`src/rtl/vga_timing_gen.sv`:
```
// VGA raster timing generator: x/y counters plus a one-cycle registered, blanked colour/sync stage.
// Define VGA_TEST_PATTERN_EN to add a test_mode input that replaces the colour with 8 vertical bars.
module vga_timing_gen #(
    parameter int unsigned H_ACTIVE = 640,
    parameter int unsigned H_FP     = 16,
    parameter int unsigned H_SYNC   = 96,
    parameter int unsigned H_BP     = 48,
    parameter int unsigned V_ACTIVE = 480,
    parameter int unsigned V_FP     = 10,
    parameter int unsigned V_SYNC   = 2,
    parameter int unsigned V_BP     = 33,
    parameter bit          H_POL    = 1'b0,
    parameter bit          V_POL    = 1'b0,
    parameter int unsigned COLOR_W  = 4,
    parameter int unsigned CNT_W    = 10
) (
    input  logic               clk,
    input  logic               rst,
    input  logic               pix_en,
`ifdef VGA_TEST_PATTERN_EN
    input  logic               test_mode,
`endif
    input  logic [COLOR_W-1:0] r_in,
    input  logic [COLOR_W-1:0] g_in,
    input  logic [COLOR_W-1:0] b_in,
    output logic [CNT_W-1:0]   x,
    output logic [CNT_W-1:0]   y,
    output logic [COLOR_W-1:0] r_out,
    output logic [COLOR_W-1:0] g_out,
    output logic [COLOR_W-1:0] b_out,
    output logic               h_sync,
    output logic               v_sync,
    output logic               de,
    output logic               line_start,
    output logic               frame_start
);

    localparam int unsigned H_TOTAL = H_ACTIVE + H_FP + H_SYNC + H_BP;
    localparam int unsigned V_TOTAL = V_ACTIVE + V_FP + V_SYNC + V_BP;

    localparam logic [CNT_W-1:0] H_LAST     = CNT_W'(H_TOTAL - 1);
    localparam logic [CNT_W-1:0] V_LAST     = CNT_W'(V_TOTAL - 1);
    localparam logic [CNT_W-1:0] H_ACT_END  = CNT_W'(H_ACTIVE);
    localparam logic [CNT_W-1:0] V_ACT_END  = CNT_W'(V_ACTIVE);
    localparam logic [CNT_W-1:0] HS_START   = CNT_W'(H_ACTIVE + H_FP);
    localparam logic [CNT_W-1:0] HS_END     = CNT_W'(H_ACTIVE + H_FP + H_SYNC);
    localparam logic [CNT_W-1:0] VS_START   = CNT_W'(V_ACTIVE + V_FP);
    localparam logic [CNT_W-1:0] VS_END     = CNT_W'(V_ACTIVE + V_FP + V_SYNC);

    logic [CNT_W-1:0]   x_q, x_d, y_q, y_d;
    logic [COLOR_W-1:0] r_q, r_d, g_q, g_d, b_q, b_d;
    logic               hs_q, hs_d, vs_q, vs_d, de_q, de_d, ls_q, ls_d, fs_q, fs_d;
    logic [COLOR_W-1:0] src_r, src_g, src_b;

`ifdef VGA_TEST_PATTERN_EN
    localparam int unsigned      BAR_W   = (H_ACTIVE / 8 > 0) ? H_ACTIVE / 8 : 1;
    localparam logic [CNT_W-1:0] BAR_DIV = CNT_W'(BAR_W);
    logic [2:0] bar_k;
    assign bar_k = 3'(x_q / BAR_DIV);
`endif

    always_comb begin
        // NOTE: every combinational output is given a default first so no latch can be inferred.
        src_r = r_in;
        src_g = g_in;
        src_b = b_in;
`ifdef VGA_TEST_PATTERN_EN
        if (test_mode) begin
            src_r = {COLOR_W{bar_k[2]}};
            src_g = {COLOR_W{bar_k[1]}};
            src_b = {COLOR_W{bar_k[0]}};
        end
`endif
    end

    always_comb begin
        x_d = x_q + 1'b1;
        y_d = y_q;
        if (x_q == H_LAST) begin
            x_d = '0;
            y_d = (y_q == V_LAST) ? '0 : y_q + 1'b1;
        end

        // Output stage describes the pixel currently presented on x/y.
        de_d = (x_q < H_ACT_END) && (y_q < V_ACT_END);
        hs_d = ((x_q >= HS_START) && (x_q < HS_END)) ? H_POL : ~H_POL;
        vs_d = ((y_q >= VS_START) && (y_q < VS_END)) ? V_POL : ~V_POL;
        ls_d = (x_q == '0);
        fs_d = (x_q == '0) && (y_q == '0);
        r_d  = de_d ? src_r : '0;
        g_d  = de_d ? src_g : '0;
        b_d  = de_d ? src_b : '0;
    end

    always_ff @(posedge clk) begin
        // NOTE: sequential state uses non-blocking assignments so all registers see pre-edge values.
        if (rst) begin
            x_q  <= '0;
            y_q  <= '0;
            r_q  <= '0;
            g_q  <= '0;
            b_q  <= '0;
            de_q <= 1'b0;
            hs_q <= ~H_POL;
            vs_q <= ~V_POL;
            ls_q <= 1'b0;
            fs_q <= 1'b0;
        end else if (pix_en) begin
            x_q  <= x_d;
            y_q  <= y_d;
            r_q  <= r_d;
            g_q  <= g_d;
            b_q  <= b_d;
            de_q <= de_d;
            hs_q <= hs_d;
            vs_q <= vs_d;
            ls_q <= ls_d;
            fs_q <= fs_d;
        end
    end

    assign x           = x_q;
    assign y           = y_q;
    assign r_out       = r_q;
    assign g_out       = g_q;
    assign b_out       = b_q;
    assign h_sync      = hs_q;
    assign v_sync      = vs_q;
    assign de          = de_q;
    assign line_start  = ls_q;
    assign frame_start = fs_q;

endmodule

```
`config.mk`:
```
export PLATFORM = sky130hd
export DESIGN_NAME = vga_timing_gen
export DESIGN_NICKNAME = d
export VERILOG_FILES = /design/src/rtl/vga_timing_gen.sv
export SDC_FILE = /design/constraint.sdc
export NUM_CORES = 1
export LEC_CHECK = 0
export CORE_MARGIN = 2
export CORE_UTILIZATION = 40
export DETAILED_ROUTE_END_ITERATION = 16
export HOLD_SLACK_MARGIN = 0.1
export PLACE_DENSITY = 0.76
export SETUP_SLACK_MARGIN = 0.2
export SLEW_MARGIN = 15
export SYNTH_ARGS = -nofsm -noshare
export SYNTH_HDL_FRONTEND = slang
export SYNTH_SLANG_ARGS = --single-unit
```
`constraint.sdc`:
```
create_clock -name clk -period 2 [get_ports clk]
set_input_delay 0.3 -clock clk [delete_from_list [all_inputs] [get_ports clk]]
set_output_delay 0.3 -clock clk [all_outputs]
set_load 0.01 [all_outputs]
```
After elaboration in Yosys (flattened, before gate mapping)
Cells that the tools add are included.
{"block": "word_totals", "elab_cells": 34, "out_inout_bits": 37, "ff_bits": 37, "inputBits": 15}
{"block": "op_classes", "order_cmp": 6, "mux": 7, "n_addsub": 2, "reduce_logical": 7, "n_eq_ne": 2}
{"op": "10-bit by 1-bit adder with 10-bit output, second input constant", "count": 2}
{"op": "10-bit equality test, second input constant", "count": 2}
{"op": "10-bit logical NOT", "count": 2}
{"op": "10-bit < comparator, second input constant", "count": 2}
{"op": "10-bit by 9-bit < comparator with 1-bit output, second input constant", "count": 2}
{"op": "10-bit two-way mux", "count": 2}
{"op": "4-bit two-way mux", "count": 3}
{"op": "10-bit >= comparator, second input constant", "count": 1}
{"op": "10-bit by 9-bit >= comparator with 1-bit output, second input constant", "count": 1}
{"op": "1-bit logical AND", "count": 4}
{"op": "1-bit two-way mux", "count": 2}
{"op": "2-bit AND reduction", "count": 1}

Longest topological paths before layout
{"block": "logic_depth", "word_depth": 3, "depth_mapped": 7, "mapped_depth_nobuf": 6}

Worst setup path after synthesis
No wires, ideal clock.
{"block": "synth_path", "path_kind": "reg2reg", "startpoint": "register y_q[4] (netlist: y[4])", "endpoint": "register fs_q (netlist: frame_start)", "required_time_ns": 1.929, "t_arrival_ns": 1.743, "period_less_slack_ns": 1.813, "path_buffers": 0, "slack_ns": 0.187, "setup_time_ns": 0.071, "path_stages_with_launch": 5, "cell_sequence": "dfxtp_1 or4_4 or2_0 or4_1 a21oi_1"}
{"block": "synth_between", "elab_chain_cells": 2}
{"element": "from (decl)", "line": "50", "text": "logic [CNT_W-1:0] x_q, x_d, y_q, y_d;"}
{"element": "from (signal assigned)", "line": "110", "text": "y_q <= y_d;"}
{"element": "10-bit logical NOT", "line": "89", "text": "fs_d = (x_q == '0) && (y_q == '0);"}
{"element": "1-bit logical AND", "line": "89"}
{"element": "to (signal assigned)", "line": "118", "text": "fs_q <= fs_d;"}
{"element": "to (decl)", "line": "52", "text": "logic hs_q, hs_d, vs_q, vs_d, de_q, de_d, ls_q, ls_d, fs_q, fs_d;"}
Every way passes these cells.
A chain may end at the register's enable or synchronous reset.

Worst setup path in the final report
Same ends and word-level chain as after synthesis.

==> results.md <==
* Critical Path Start Type: register
* H-Tree Depth at 2
* # clock sinks at 37
* DR pass1 iterations at 4
* MaxCap Viol Count at 0
* Row count at 23
* Worst-Margin Slew at 0.504 ns
* Post-synth top flop: dfxtp_1
* VDD IR max at 0.393 mV
* NetSw at 0.000354 W
* Seq pwr share at 48.0%
* Drc violations at 0
* Design Area, Final at 2370 um^2
* Initial antenna violation count at 0
* Power Internal at 0.00126 W
* Leakage at 0.886 nW
* Worst skew pair latency at 0.29 ns
* Commonest non-fill, non-tap cell in the layout: clkdlybuf4s50_1
* Syn. warnings at 0
* Drt total wl at 4080 um
* Starting Density at 41.3%
* Post-synthesis adder-cell area fraction at 3.08%
* Async set-or-reset flop fraction in the synthesized netlist at 0%
* GR Util All Layers at 18.7%
* Multi-input logic area at 828 um^2
* Total congestion overflow at 0
* CTS Buffer Depth at 2
* Fin worst setup slack at 0.235 ns
* Wirelength per Cell at 13.9 um
* RSZ-0062 raised after global routing: true
* CP max FO at 3
* Pins Over Slew Limit at 0
* Antenna-violating nets left at 0
* Post-Syn Nets at 202
* Core region area at 3940 um^2
* Syn Area/Cell at 8.89 um^2
* Comb power frac at 10.3%
* Outcome: finished clean
* Share of cells above drive strength 1 at 11.9%
* Detailed placer's ending HPWL at 2950 um
* Fin Setup TNS at 0 ns
* Power Dens Cells at 682 nW/um^2
* Fin. Hold Viols at 0
* Vias in the first global route at 1,371
* Place WS at 0.0348 ns
* Final worst path period share at 88.2%
* Most frequent cells in the layout: clkdlybuf4s50_1 (51), dfxtp_1 (33), nor2_1 (27), a22oi_1 (12), nand3_1 (10)
* Clock skew at 0.00596 ns
* Clock root cell: clkbuf_8
* Post-synth EDFFs at 0
* Mapped Area at 1630 um^2
* Vias per cell at 5.25
* Placed cell area at 2230 um^2
* Compound-Gate Fraction of Synth Area at 15.2%
* Post-layout min period at 1.76 ns
* Worst Hold Class: reg -> reg
* Worst Path Arrival at 2.00 ns
* CTS clk-pin slew, worst paths at 0.07 ns
* Area delta synth->final at 45.5%
* Fillers at 352
* Largest family of logic cells by synthesized area: simple AND/OR/NAND/NOR gates
* Die area at 4590 um^2
* CP required at 2.23 ns
* Normalized max-slew margin at 66.4%
* Count of final setup violators at 0
* IO buf count at 51
* Largest net degree at the start of global routing at 17
* Post-Syn Instances at 183
* TritonCTS clock tree: built
* Vias at 1,539
* FMAX at 0.567 GHz
* Synth cell types at 40
* Routability congestion estimate at 0.830
* Switching part of the total at 21.9%
* Nets@finish at 261
* Simple-gate area share of the yosys netlist at 25.7%
* ANT cells at 0
* Die H at 67.8 um
* Clock power share at 41.7%
* Register area at 748 um^2
* CTS Hold Bufs at 0
* Number of CTS-inserted buffers at 5
* #FFs+latches synth at 37
* Critical Path Sink Type: register
* First-pass GRT wire length at 6400 um
* Crit path kind: reg -> reg
* Io pins at 52
* XOR/XNOR Fraction of Synth Area at 5.38%
* Final core occ at 60.0%
* Mux contribution to synthesized area at 1.23%
* Die X at 67.8 um
* Starting DRC count in detailed routing at 58
* Post-synthesis sequential area ratio at 45.5%
## layout make-up
cell class | instances | area share [%]
Timing Repair Buffer | 60 | 24.4
Clock buffer | 6 | 3.49
Multi-Input combinational cell | 130 | 35.0
Clock inverter | 2 | 1.59
Inverter | 8 | 1.27
Tap cell | 50 | 2.64
Sequential cell | 37 | 31.6
## timing repair
action,in CTS,in global routing
buffers inserted,1,0
resized for setup,2,4
pin swaps,4,0
endpoints found under the setup margin,1,5
## Yosys cell counts (2+ instances only)
library cell / number / area (um^2)
xor2_1: 7 / 61.3
inv_1: 7 / 26.3
nand2_1: 9 / 33.8
a22oi_1: 12 / 90.1
nor3_1: 3 / 15.0
or4_1: 3 / 22.5
and4_1: 3 / 26.3
ha_1: 4 / 50.1
nand4b_1: 2 / 17.5
xnor2_1: 3 / 26.3
a21oi_1: 7 / 35.0
a31o_2: 2 / 17.5
buf_2: 2 / 10.0
o21ai_0: 5 / 25.0
nand4_1: 5 / 31.3
clkbuf_1: 5 / 18.8
o41ai_1: 2 / 17.5
dfxtp_1: 37 / 741
nand3_1: 11 / 55.1
nor2_1: 27 / 101
mux2i_1: 2 / 20.0
nor4b_1: 2 / 17.5
and4b_1: 2 / 20.0
and3_1: 3 / 18.8
o31ai_1: 3 / 22.5
## power groups by stage
stage               clock, W  combinational (W)  sequential (W)
finish              0.000673           0.000166        0.000775
global route        0.000717           0.000182        0.000778
CTS                 0.000688           0.000167        0.000774
detailed placement         0           0.000166        0.000792
global placement           0           0.000165        0.000791
floorplan                  0          0.0000613        0.000802
## stage by stage
stage | power (W) | std cells | hold WS (ns)
after detailed placement | 0.000958 | 284 | 0.462
final | 0.00161 | 293 | 0.472
after global routing | 0.00168 | 293 | 0.498
after floorplan | 0.000864 | 183 | 0.444
after global placement | 0.000956 | 284 | 0.451
after CTS | 0.00163 | 293 | 0.475
## state kept, by name (all words and copies together), names as in the netlist
register	flops
x	10
y	10
b_out	4
g_out	4
r_out	4
de	1
frame_start	1
h_sync	1
line_start	1
v_sync	1
## per-layer routing
metal | part of all wire [%] | vias up | GRT usage, %
li1 | - | 778 | -
met1 | 48 | 713 | 25.3
met2 | 45 | 38 | 27.7
met3 | 5.0 | 10 | 5.17
met4 | 2.0 | 0 | 8.25
met5 | 0 | - | 0
## worst max-delay path, cell delays in order (launching register included)
cell	delay, ns
dfxtp_4	0.34
or4_4	0.53
or2_0	0.24
or4_1	0.47
a21oi_1	0.13
## cell families (layout without fill, tap and decap cells)
group / after synthesis / count (layout)
fa+ha+maj: 4 / 4
buf+inv: 16 / 76
flops: 37 / 37
compound gates: 36 / 36
xor+xnor: 10 / 10
simple gates: 78 / 78
mux: 2 / 2
## worst paths after layout
| kind | from | endpoint | slack (ns) | cells past startpoint |
|---|---|---|---|---|
| worst max-delay path | y[4] | frame_start | 0.24 | 4 |
| worst min-delay path | line_start | line_start | 0.47 | 2 |
| worst max register to register | y[4] | frame_start | 0.24 | 4 |
| worst min register to register | line_start | line_start | 0.47 | 2 |
(Power assumes the default switching activity.)
